File: src/rtl/seg7_scan_decoder_if.sv
// Display-side bus of a multiplexed 7-segment scanner: the raw select/segment
// lines seen by the reader, plus the decoded digit word it produces.
interface seg7_scan_decoder_if #(
   parameter int DIGITS = 8
);
   logic [DIGITS-1:0]   sel;
   logic [6:0]          seg;
   logic [4*DIGITS-1:0] value;
   logic [DIGITS-1:0]   blank;
   logic [DIGITS-1:0]   err;
   logic                frame_valid;
   logic                sel_err;

   modport master (
      output sel,
      output seg,
      input  value,
      input  blank,
      input  err,
      input  frame_valid,
      input  sel_err
   );

   modport slave (
      input  sel,
      input  seg,
      output value,
      output blank,
      output err,
      output frame_valid,
      output sel_err
   );
endinterface

File: src/rtl/seg7_scan_decoder.sv
// Samples a time-multiplexed 7-segment display, debounces each (sel, seg) sample
// and decodes settled digits back to hex nibbles with blank/error flags.
module seg7_scan_decoder #(
   parameter int DIGITS = 8,
   parameter int STABLE = 3
) (
   input logic               clk,
   input logic               rst,
   seg7_scan_decoder_if.slave bus
);

   localparam int CW = $clog2(STABLE + 1);
   localparam logic [CW-1:0] COUNT_MAX = CW'(STABLE);
   localparam logic [CW-1:0] COMMIT_AT = CW'(STABLE - 1);
   localparam logic [CW-1:0] COUNT_ONE = CW'(1);

   typedef enum logic [1:0] {
      KIND_HEX   = 2'd0,
      KIND_BLANK = 2'd1,
      KIND_ERR   = 2'd2
   } kind_t;

   // Returns {kind, nibble}; nibble is zero for blank and error patterns.
   function automatic logic [5:0] decode_seg(input logic [6:0] s);
      logic [5:0] r;
      case (s)
         7'h3F:   r = {KIND_HEX, 4'h0};
         7'h06:   r = {KIND_HEX, 4'h1};
         7'h5B:   r = {KIND_HEX, 4'h2};
         7'h4F:   r = {KIND_HEX, 4'h3};
         7'h66:   r = {KIND_HEX, 4'h4};
         7'h6D:   r = {KIND_HEX, 4'h5};
         7'h7D:   r = {KIND_HEX, 4'h6};
         7'h07:   r = {KIND_HEX, 4'h7};
         7'h7F:   r = {KIND_HEX, 4'h8};
         7'h6F:   r = {KIND_HEX, 4'h9};
         7'h77:   r = {KIND_HEX, 4'hA};
         7'h7C:   r = {KIND_HEX, 4'hB};
         7'h39:   r = {KIND_HEX, 4'hC};
         7'h5E:   r = {KIND_HEX, 4'hD};
         7'h79:   r = {KIND_HEX, 4'hE};
         7'h71:   r = {KIND_HEX, 4'hF};
         7'h00:   r = {KIND_BLANK, 4'h0};
         default: r = {KIND_ERR, 4'h0};
      endcase
      return r;
   endfunction

   logic [DIGITS-1:0]   held_sel;
   logic [6:0]          held_seg;
   logic [CW-1:0]       count;
   logic [DIGITS-1:0]   seen;
   logic [4*DIGITS-1:0] value_q;
   logic [DIGITS-1:0]   blank_q;
   logic [DIGITS-1:0]   err_q;
   logic                frame_q;
   logic                sel_err_q;

   logic [DIGITS-1:0]   held_sel_next;
   logic [6:0]          held_seg_next;
   logic [CW-1:0]       count_next;
   logic [DIGITS-1:0]   seen_next;
   logic [DIGITS-1:0]   seen_or;
   logic [4*DIGITS-1:0] value_next;
   logic [DIGITS-1:0]   blank_next;
   logic [DIGITS-1:0]   err_next;
   logic                frame_next;
   logic                sel_err_next;
   logic                onehot;
   logic                same;
   logic                commit;
   logic [5:0]          dec;
   kind_t               kind;

   // Stability filter, commit decode and frame tracking.
   always_comb begin
      held_sel_next = held_sel;
      held_seg_next = held_seg;
      count_next    = count;
      seen_next     = seen;
      value_next    = value_q;
      blank_next    = blank_q;
      err_next      = err_q;
      frame_next    = 1'b0;
      sel_err_next  = 1'b0;
      commit        = 1'b0;

      onehot  = (bus.sel != {DIGITS{1'b0}}) &&
                ((bus.sel & (bus.sel - {{(DIGITS-1){1'b0}}, 1'b1})) == {DIGITS{1'b0}});
      same    = (bus.sel == held_sel) && (bus.seg == held_seg);
      dec     = decode_seg(bus.seg);
      kind    = kind_t'(dec[5:4]);
      seen_or = seen | bus.sel;

      if (!onehot) begin
         sel_err_next = 1'b1;
         count_next   = {CW{1'b0}};
      end else if (same && (count != {CW{1'b0}})) begin
         commit = (count == COMMIT_AT);
         // Saturation keeps a held pattern from ever hitting COMMIT_AT again.
         if (count != COUNT_MAX) begin
            count_next = count + COUNT_ONE;
         end else begin
            count_next = count;
         end
      end else begin
         held_sel_next = bus.sel;
         held_seg_next = bus.seg;
         count_next    = COUNT_ONE;
      end

      for (int i = 0; i < DIGITS; i++) begin
         if (commit && bus.sel[i]) begin
            value_next[4*i +: 4] = dec[3:0];
            blank_next[i]        = (kind == KIND_BLANK);
            err_next[i]          = (kind == KIND_ERR);
         end else begin
            value_next[4*i +: 4] = value_q[4*i +: 4];
            blank_next[i]        = blank_q[i];
            err_next[i]          = err_q[i];
         end
      end

      if (commit) begin
         if (seen_or == {DIGITS{1'b1}}) begin
            frame_next = 1'b1;
            seen_next  = {DIGITS{1'b0}};
         end else begin
            seen_next  = seen_or;
         end
      end else begin
         seen_next = seen;
      end
   end

   // State and output registers; reset wins over a same-cycle commit.
   always_ff @(posedge clk) begin
      if (rst) begin
         held_sel  <= {DIGITS{1'b0}};
         held_seg  <= 7'h00;
         count     <= {CW{1'b0}};
         seen      <= {DIGITS{1'b0}};
         value_q   <= {(4*DIGITS){1'b0}};
         blank_q   <= {DIGITS{1'b1}};
         err_q     <= {DIGITS{1'b0}};
         frame_q   <= 1'b0;
         sel_err_q <= 1'b0;
      end else begin
         held_sel  <= held_sel_next;
         held_seg  <= held_seg_next;
         count     <= count_next;
         seen      <= seen_next;
         value_q   <= value_next;
         blank_q   <= blank_next;
         err_q     <= err_next;
         frame_q   <= frame_next;
         sel_err_q <= sel_err_next;
      end
   end

   assign bus.value       = value_q;
   assign bus.blank       = blank_q;
   assign bus.err         = err_q;
   assign bus.frame_valid = frame_q;
   assign bus.sel_err     = sel_err_q;

endmodule
File: src/flat_wrapper.sv
// flat-port wrapper written by rule: the top's interface ports become plain ports
module seg7_scan_decoder_flat 
#(
   parameter int DIGITS = 8,
   parameter int STABLE = 3
)
  (clk, rst, bus_sel, bus_seg, bus_value, bus_blank, bus_err, bus_frame_valid, bus_sel_err);
  seg7_scan_decoder_if #(.DIGITS(DIGITS)) bus_i ();
  input logic clk;
  input logic rst;
  input wire logic [$bits(bus_i.sel)-1:0] bus_sel;
  input wire logic [$bits(bus_i.seg)-1:0] bus_seg;
  output wire logic [$bits(bus_i.value)-1:0] bus_value;
  output wire logic [$bits(bus_i.blank)-1:0] bus_blank;
  output wire logic [$bits(bus_i.err)-1:0] bus_err;
  output wire logic [$bits(bus_i.frame_valid)-1:0] bus_frame_valid;
  output wire logic [$bits(bus_i.sel_err)-1:0] bus_sel_err;
  assign bus_i.sel = bus_sel;
  assign bus_i.seg = bus_seg;
  assign bus_value = bus_i.value;
  assign bus_blank = bus_i.blank;
  assign bus_err = bus_i.err;
  assign bus_frame_valid = bus_i.frame_valid;
  assign bus_sel_err = bus_i.sel_err;
  seg7_scan_decoder #(.DIGITS(DIGITS), .STABLE(STABLE)) u_core (.clk(clk), .rst(rst), .bus(bus_i));
endmodule
File: config.mk
export PLATFORM = sky130hd
export DESIGN_NAME = seg7_scan_decoder_flat
export DESIGN_NICKNAME = d
export VERILOG_FILES = /design/src/rtl/seg7_scan_decoder_if.sv /design/src/rtl/seg7_scan_decoder.sv /design/src/flat_wrapper.sv
export SDC_FILE = /design/constraint.sdc
export NUM_CORES = 1
export LEC_CHECK = 0
export ABC_AREA = 0
export CAP_MARGIN = 20
export CORE_ASPECT_RATIO = 1.1
export CORE_MARGIN = 4
export CORE_UTILIZATION = 45
export DETAILED_ROUTE_END_ITERATION = 7
export DONT_BUFFER_PORTS = 1
export PLACE_DENSITY_LB_ADDON = 0.2
export SKIP_CTS_REPAIR_TIMING = 1
export SLEW_MARGIN = 20
export SYNTH_ARGS = -nofsm -noshare
export SYNTH_HDL_FRONTEND = slang
export SYNTH_SLANG_ARGS = --single-unit
File: constraint.sdc
create_clock -name clk -period 4.3 [get_ports clk]
set_input_delay 0.645 -clock clk [delete_from_list [all_inputs] [get_ports clk]]
set_output_delay 0.645 -clock clk [all_outputs]
set_load 0.01 [all_outputs]
Word-level counts from Yosys, hierarchy flattened
Index checks and enable logic that the tools add are counted.
{"block": "word_totals", "in_bits": 17, "output_inout_bits": 50, "word_cells": 89, "regBits": 75}
{"block": "classes", "n_bitwise": 5, "muxes": 8, "n_eq_ne": 24, "reduce_logical": 19, "addsub": 2}
{"cell": "$pmux W6 S17", "count": 1}
{"cell": "$eq A7 B7 Y1 const B", "count": 12}
{"cell": "$eq A7 B3 Y1 const B", "count": 2}
{"cell": "$eq A7 B6 Y1 const B", "count": 2}
{"cell": "$logic_and A1 B1 Y1", "count": 11}
{"cell": "$and A8 B8 Y8", "count": 1}
{"cell": "$eq A8 B8 Y1", "count": 1}
{"cell": "$eq A8 B8 Y1 const B", "count": 1}
{"cell": "$logic_not A8 Y1", "count": 1}
{"cell": "$mux W8", "count": 1}
{"cell": "$or A8 B8 Y8", "count": 1}
{"cell": "$reduce_bool A8 Y1", "count": 1}
{"cell": "$sub A8 B1 Y8 const B", "count": 1}
{"cell": "$eq A7 B7 Y1", "count": 1}
{"cell": "$logic_not A7 Y1", "count": 1}
{"cell": "$mux W1", "count": 6}
{"cell": "$eq A2 B2 Y1 const B", "count": 2}
{"cell": "$ne A2 B2 Y1 const B", "count": 2}
{"cell": "$reduce_or A2 Y1", "count": 2}
{"cell": "$not A1 Y1", "count": 3}
{"cell": "$reduce_or A3 Y1", "count": 1}
{"cell": "$add A2 B1 Y2 const B", "count": 1}
{"cell": "$eq A2 B1 Y1 const B", "count": 1}
{"cell": "$reduce_and A2 Y1", "count": 1}
{"cell": "$reduce_bool A2 Y1", "count": 1}

Logic depth before layout (Yosys ltp)
{"block": "logic_depth", "ltp_word": 7, "depth_mapped": 9, "ltp_nobuf": 8}

Least setup slack after synthesis
OpenSTA, ideal clock, no wires.
{"block": "synth_timing", "path_kind": "input port to flip-flop", "from": "input bus_sel[3]", "to": "register u_core.seen[0]", "setup_ns": 0.115, "arrival_ns": 2.369, "path_buffers": 2, "stages": 8, "required_time_ns": 4.185, "slack_ns": 1.816, "path_cell_list": "buf_2 > or4_4 > a2111oi_0 > or2_2 > buf_6 > nor2_2 > o31a_1 > o21a_1"}
{"block": "synth_via", "elab_chain_len": 5, "word_cells_on_any_way": 13, "cone_classes": "add/sub: 1; eq/ne: 2; mux: 3; bitwise: 2; reduce/logical: 5"}
{"element": "start: declaration", "line_no": "flat_wrapper.sv:11", "rtl": "input wire logic [$bits(bus_i.sel)-1:0] bus_sel;"}
{"element": "$sub A8 B1 Y8 or $eq A8 B8 Y1 (tied branches)", "line_no": "seg7_scan_decoder.sv:89, seg7_scan_decoder.sv:90"}
{"element": "$and A8 B8 Y8 or $logic_and A1 B1 Y1 (tied branches)", "line_no": "seg7_scan_decoder.sv:89, seg7_scan_decoder.sv:90"}
{"element": "$logic_not A8 Y1 or $logic_and A1 B1 Y1 (tied branches)", "line_no": "seg7_scan_decoder.sv:89, seg7_scan_decoder.sv:98"}
{"element": "$logic_and A1 B1 Y1 or $mux W1 (tied branches)", "line_no": "seg7_scan_decoder.sv:88, seg7_scan_decoder.sv:98"}
{"element": "$mux W1", "line_no": "seg7_scan_decoder.sv:95", "rtl": "if (!onehot) begin"}
{"element": "end signal: assignment", "line_no": "seg7_scan_decoder.sv:142", "rtl": "seen <= {DIGITS{1'b0}};"}
{"element": "end signal: assignment", "line_no": "seg7_scan_decoder.sv:152", "rtl": "seen <= seen_next;"}
{"element": "end: declaration", "line_no": "seg7_scan_decoder.sv:52", "rtl": "logic [DIGITS-1:0] seen;"}
Parallel ways exist; a longest one is shown, timed or not.
A chain may end at the register's enable or synchronous reset.

Worst setup path in the final report
{"block": "layout_timing", "from": "register u_core.count[0]", "to": "register u_core.value_q[27] (netlist: u_core.bus.value[27])"}
{"block": "layout_via", "elab_chain_len": 5, "word_cells_on_any_way": 6, "cone_classes": "eq/ne: 1; mux: 2; reduce/logical: 3"}
{"element": "start: declaration", "line_no": "seg7_scan_decoder.sv:51", "rtl": "logic [CW-1:0] count;"}
{"element": "start signal: assignment", "line_no": "seg7_scan_decoder.sv:141", "rtl": "count <= {CW{1'b0}};"}
{"element": "start signal: assignment", "line_no": "seg7_scan_decoder.sv:151", "rtl": "count <= count_next;"}
{"element": "$reduce_bool A2 Y1", "line_no": "seg7_scan_decoder.sv:98", "rtl": "end else if (same && (count != {CW{1'b0}})) begin"}
{"element": "$logic_and A1 B1 Y1", "line_no": "seg7_scan_decoder.sv:98"}
{"element": "$mux W1 (*)", "line_no": "seg7_scan_decoder.sv:98"}
{"element": "$mux W1 (*)", "line_no": "seg7_scan_decoder.sv:95"}
{"element": "$logic_and A1 B1 Y1 (*)", "line_no": "seg7_scan_decoder.sv:113", "rtl": "if (commit && bus.sel[i]) begin"}
{"element": "end signal: assignment", "line_no": "seg7_scan_decoder.sv:143", "rtl": "value_q <= {(4*DIGITS){1'b0}};"}
{"element": "end signal: assignment", "line_no": "seg7_scan_decoder.sv:153", "rtl": "value_q <= value_next;"}
{"element": "end: declaration", "line_no": "seg7_scan_decoder.sv:53", "rtl": "logic [4*DIGITS-1:0] value_q;"}
Mark *: on every way between the ends. The rest lies on a longest branch, timed or not.

==> flow_metrics.py <==
metrics = {
    "sta": {
        "setup_violations": 0,
        "fin_crit_ns": 2.56,
        "fin_setup_tns_ns": 0,
        "fmax_mhz": 391,
        "rsz0062_at_grt": "false",
        "fin_worst_skew_ns": 0.0160,
        "slew_viol_final": 0,
        "slew_headroom": 0.386,
        "tightest_slew_ns": 0.921,
        "holdWs_ns": 0.373,
        "hold_viol_final": 0,
        "post-route-period-util": 0.595,
    },
    "global_route": {
        "grt_pass1_vias": 2552,
        "grt_overflow_total": 0,
        "track_usage": 0.176,
        "grt_max_degree": 46,
        "grt_pass1_wl_um": 13100,
        "antenna_found_initial": 0,
    },
    "yosys": {
        "syn-num-nets": 393,
        "synth_top_area_cell": "dfxtp_1",
        "yosys.area.top_type_share": 0.425,
        "synth_edf_count": 0,
        "synth_commonest_cells": "dfxtp_1, mux2i_1, nand2_1",
        "async_flop_share": 0,
        "synth_most_common_cell": "dfxtp_1",
        "yosys_warnings": 0,
        "avgSynthCellArea_um2": 9.47,
        "synth_flop_cell": "dfxtp_1",
        "ys_types": 52,
        "syn_area_mm2": 0.00353,
        "synthCells": 373,
        "ys_top_cells_by_area": "dfxtp_1, mux2i_1, nand2_1",
        "yosysSeqAreaShare": 0.425,
        "synth-seq-cells": 75,
    },
    "clock_network": {
        "clock_sinks": 75,
        "clk_pin_slew_ns": 0.08,
        "numCtsBuffers": 9,
        "clk_latency_ns": 0.35,
        "cts_tree": "yes",
        "clk_path_buf_depth": 2,
        "clock-root-buffer": "clkbuf_8",
        "cts_max_level": 3,
    },
    "die": {
        "rows": 33,
        "initial_core_util": 0.468,
        "die_y_um": 101,
        "die_x_um": 92.5,
        "pin_count": 67,
        "die_area_mm2": 0.00933,
        "core_region_area_mm2": 0.00756,
    },
    "place": {
        "globalplace.congestion": 0.762,
        "place_inst": 455,
        "dp_hpwl_um": 5410,
        "io_buffers": 0,
    },
    "setup_path": {
        "critPathTopFamily": "simple AND/OR/NAND/NOR gates",
        "worstPathMaxFanout": 7,
        "crit_chain": "inv_1 > ha_1 > nor4_1 > nand2_1 > or3_1 > nor4_4 > mux2i_1",
        "critPathKind": "flop to flop",
        "critPathSlowestCell": "or3_1",
        "critPathLaunchType": "flop",
        "cp.required_ns": 4.57,
        "cp_slowest_stage_delay_ns": 0.58,
        "worstPathArrival_ns": 2.83,
        "critPathBufInv": 1,
        "end_kind": "flop",
    },
    "cells_and_area": {
        "drive_above_1_share": 0.0929,
        "multiInputGateArea_mm2": 0.00186,
        "nets": 381,
        "fillCellCount": 732,
        "regArea_mm2": 0.00150,
        "diodes": 0,
        "instances_no_fill": 471,
        "area_growth_pct": 5.31,
    },
    "min_path": {
        "min_path_type": "input port to flop",
    },
    "drt": {
        "post_drt_via_cell_ratio": 5.42,
        "wire_per_inst_um": 16.5,
        "dr.pass1.iters": 4,
        "wl_um": 7770,
        "remaining_drc_errors": 0,
        "postRouteAntennaNets": 0,
        "drtIter0Drc": 186,
        "vias": 2552,
    },
    "job": {
        "max_cap_viol_count": 0,
    },
    "status": {
        "status": "finished, final reports clean",
    },
    "power": {
        "power.density_mw_per_mm2": 338,
        "irDropWorstVdd_mv": 0.187,
        "p_leak_nw": 1.52,
    },
}
## registers in the layout, summed over array words and instances, names as in the netlist
| register | flops |
|---|---|
| u_core.bus.blank | 8 |
| u_core.bus.sel_err | 1 |
| u_core.count | 2 |
| u_core.held_seg | 7 |
| u_core.held_sel | 8 |
| u_core.bus.frame_valid | 1 |
| u_core.bus.err | 8 |
| u_core.seen | 8 |
| u_core.bus.value | 32 |
## layer usage
layer | global-route usage | wire (um)
met3 | 0.0695 | 715
met5 | 0 | 0
met4 | 0.0560 | 90
met2 | 0.276 | 3550
met1 | 0.222 | 3420
## stage by stage
| step | area (um^2) | setup slack, ns | utilization | power (mW) |
|---|---|---|---|---|
| 2_1_floorplan | 3530 | 1.82 | - | 0.784 |
| 3_3_place_gp | 3540 | 1.56 | 0.468 | 0.776 |
| 3_5_place_dp | 3540 | 1.54 | 0.468 | 0.776 |
| 4_1_cts | 3720 | 1.72 | 0.492 | 1.27 |
| 5_1_grt | 3720 | 1.52 | 0.492 | 1.31 |
| 6_report | 3720 | 1.74 | 0.492 | 1.26 |
## kinds of logic after synthesis
kind of cell,count (synthesis),share of synthesized area
muxes,62,0.176
xor gates and xnor gates,17,0.0443
AOI/OAI and AO/OA,50,0.104
buffers and inverters,34,0.0489
adders and majority gates,3,0.0106
DFF,75,0.425
and+or+nand+nor,132,0.192
## cells in the final DEF (no fill, tap or decap), drive strengths merged, types with 6 or more instances in the layout
| cell type | n |
|---|---|
| dfxtp | 75 |
| mux2i | 62 |
| nand2 | 55 |
| nor2 | 34 |
| xor2 | 17 |
| inv | 13 |
| clkbuf | 9 |
| nor4 | 9 |
| nand2b | 7 |
| o21ai | 7 |
| a31oi | 6 |
| a21oi | 6 |
| o22ai | 6 |
| nor3 | 6 |
## report_power, final
part	switching, mW	internal, mW
clock network	0.280	0.218
registers	0.00231	0.697
logic	0.0361	0.0237
total	0.318	0.939
## cell type report
class | count | area share
Multi-Input combinational cell | 264 | 0.500
Sequential cell | 75 | 0.403
Tap cell | 105 | 0.0353
Clock buffer | 9 | 0.0333
Clock inverter | 7 | 0.0161
Inverter | 10 | 0.0101
Timing Repair Buffer | 1 | 0.00202
## worst paths after layout
| kind | from | end | slack [ns] | cells past startpoint |
|---|---|---|---|---|
| setup / recovery | u_core.count[0]$_SDFFE_PP0P_ | u_core.bus.value[27]$_SDFFE_PP0P_ | 1.74 | 7 |
| hold reg to reg | u_core.seen[3]$_SDFFE_PP0P_ | u_core.seen[3]$_SDFFE_PP0P_ | 0.45 | 2 |
| hold / removal | rst | u_core.held_seg[0]$_SDFFE_PP0P_ | 0.37 | 1 |
| setup reg to reg | u_core.count[0]$_SDFFE_PP0P_ | u_core.bus.value[27]$_SDFFE_PP0P_ | 1.74 | 7 |
No activity file was read; power rests on OpenSTA's default activity.
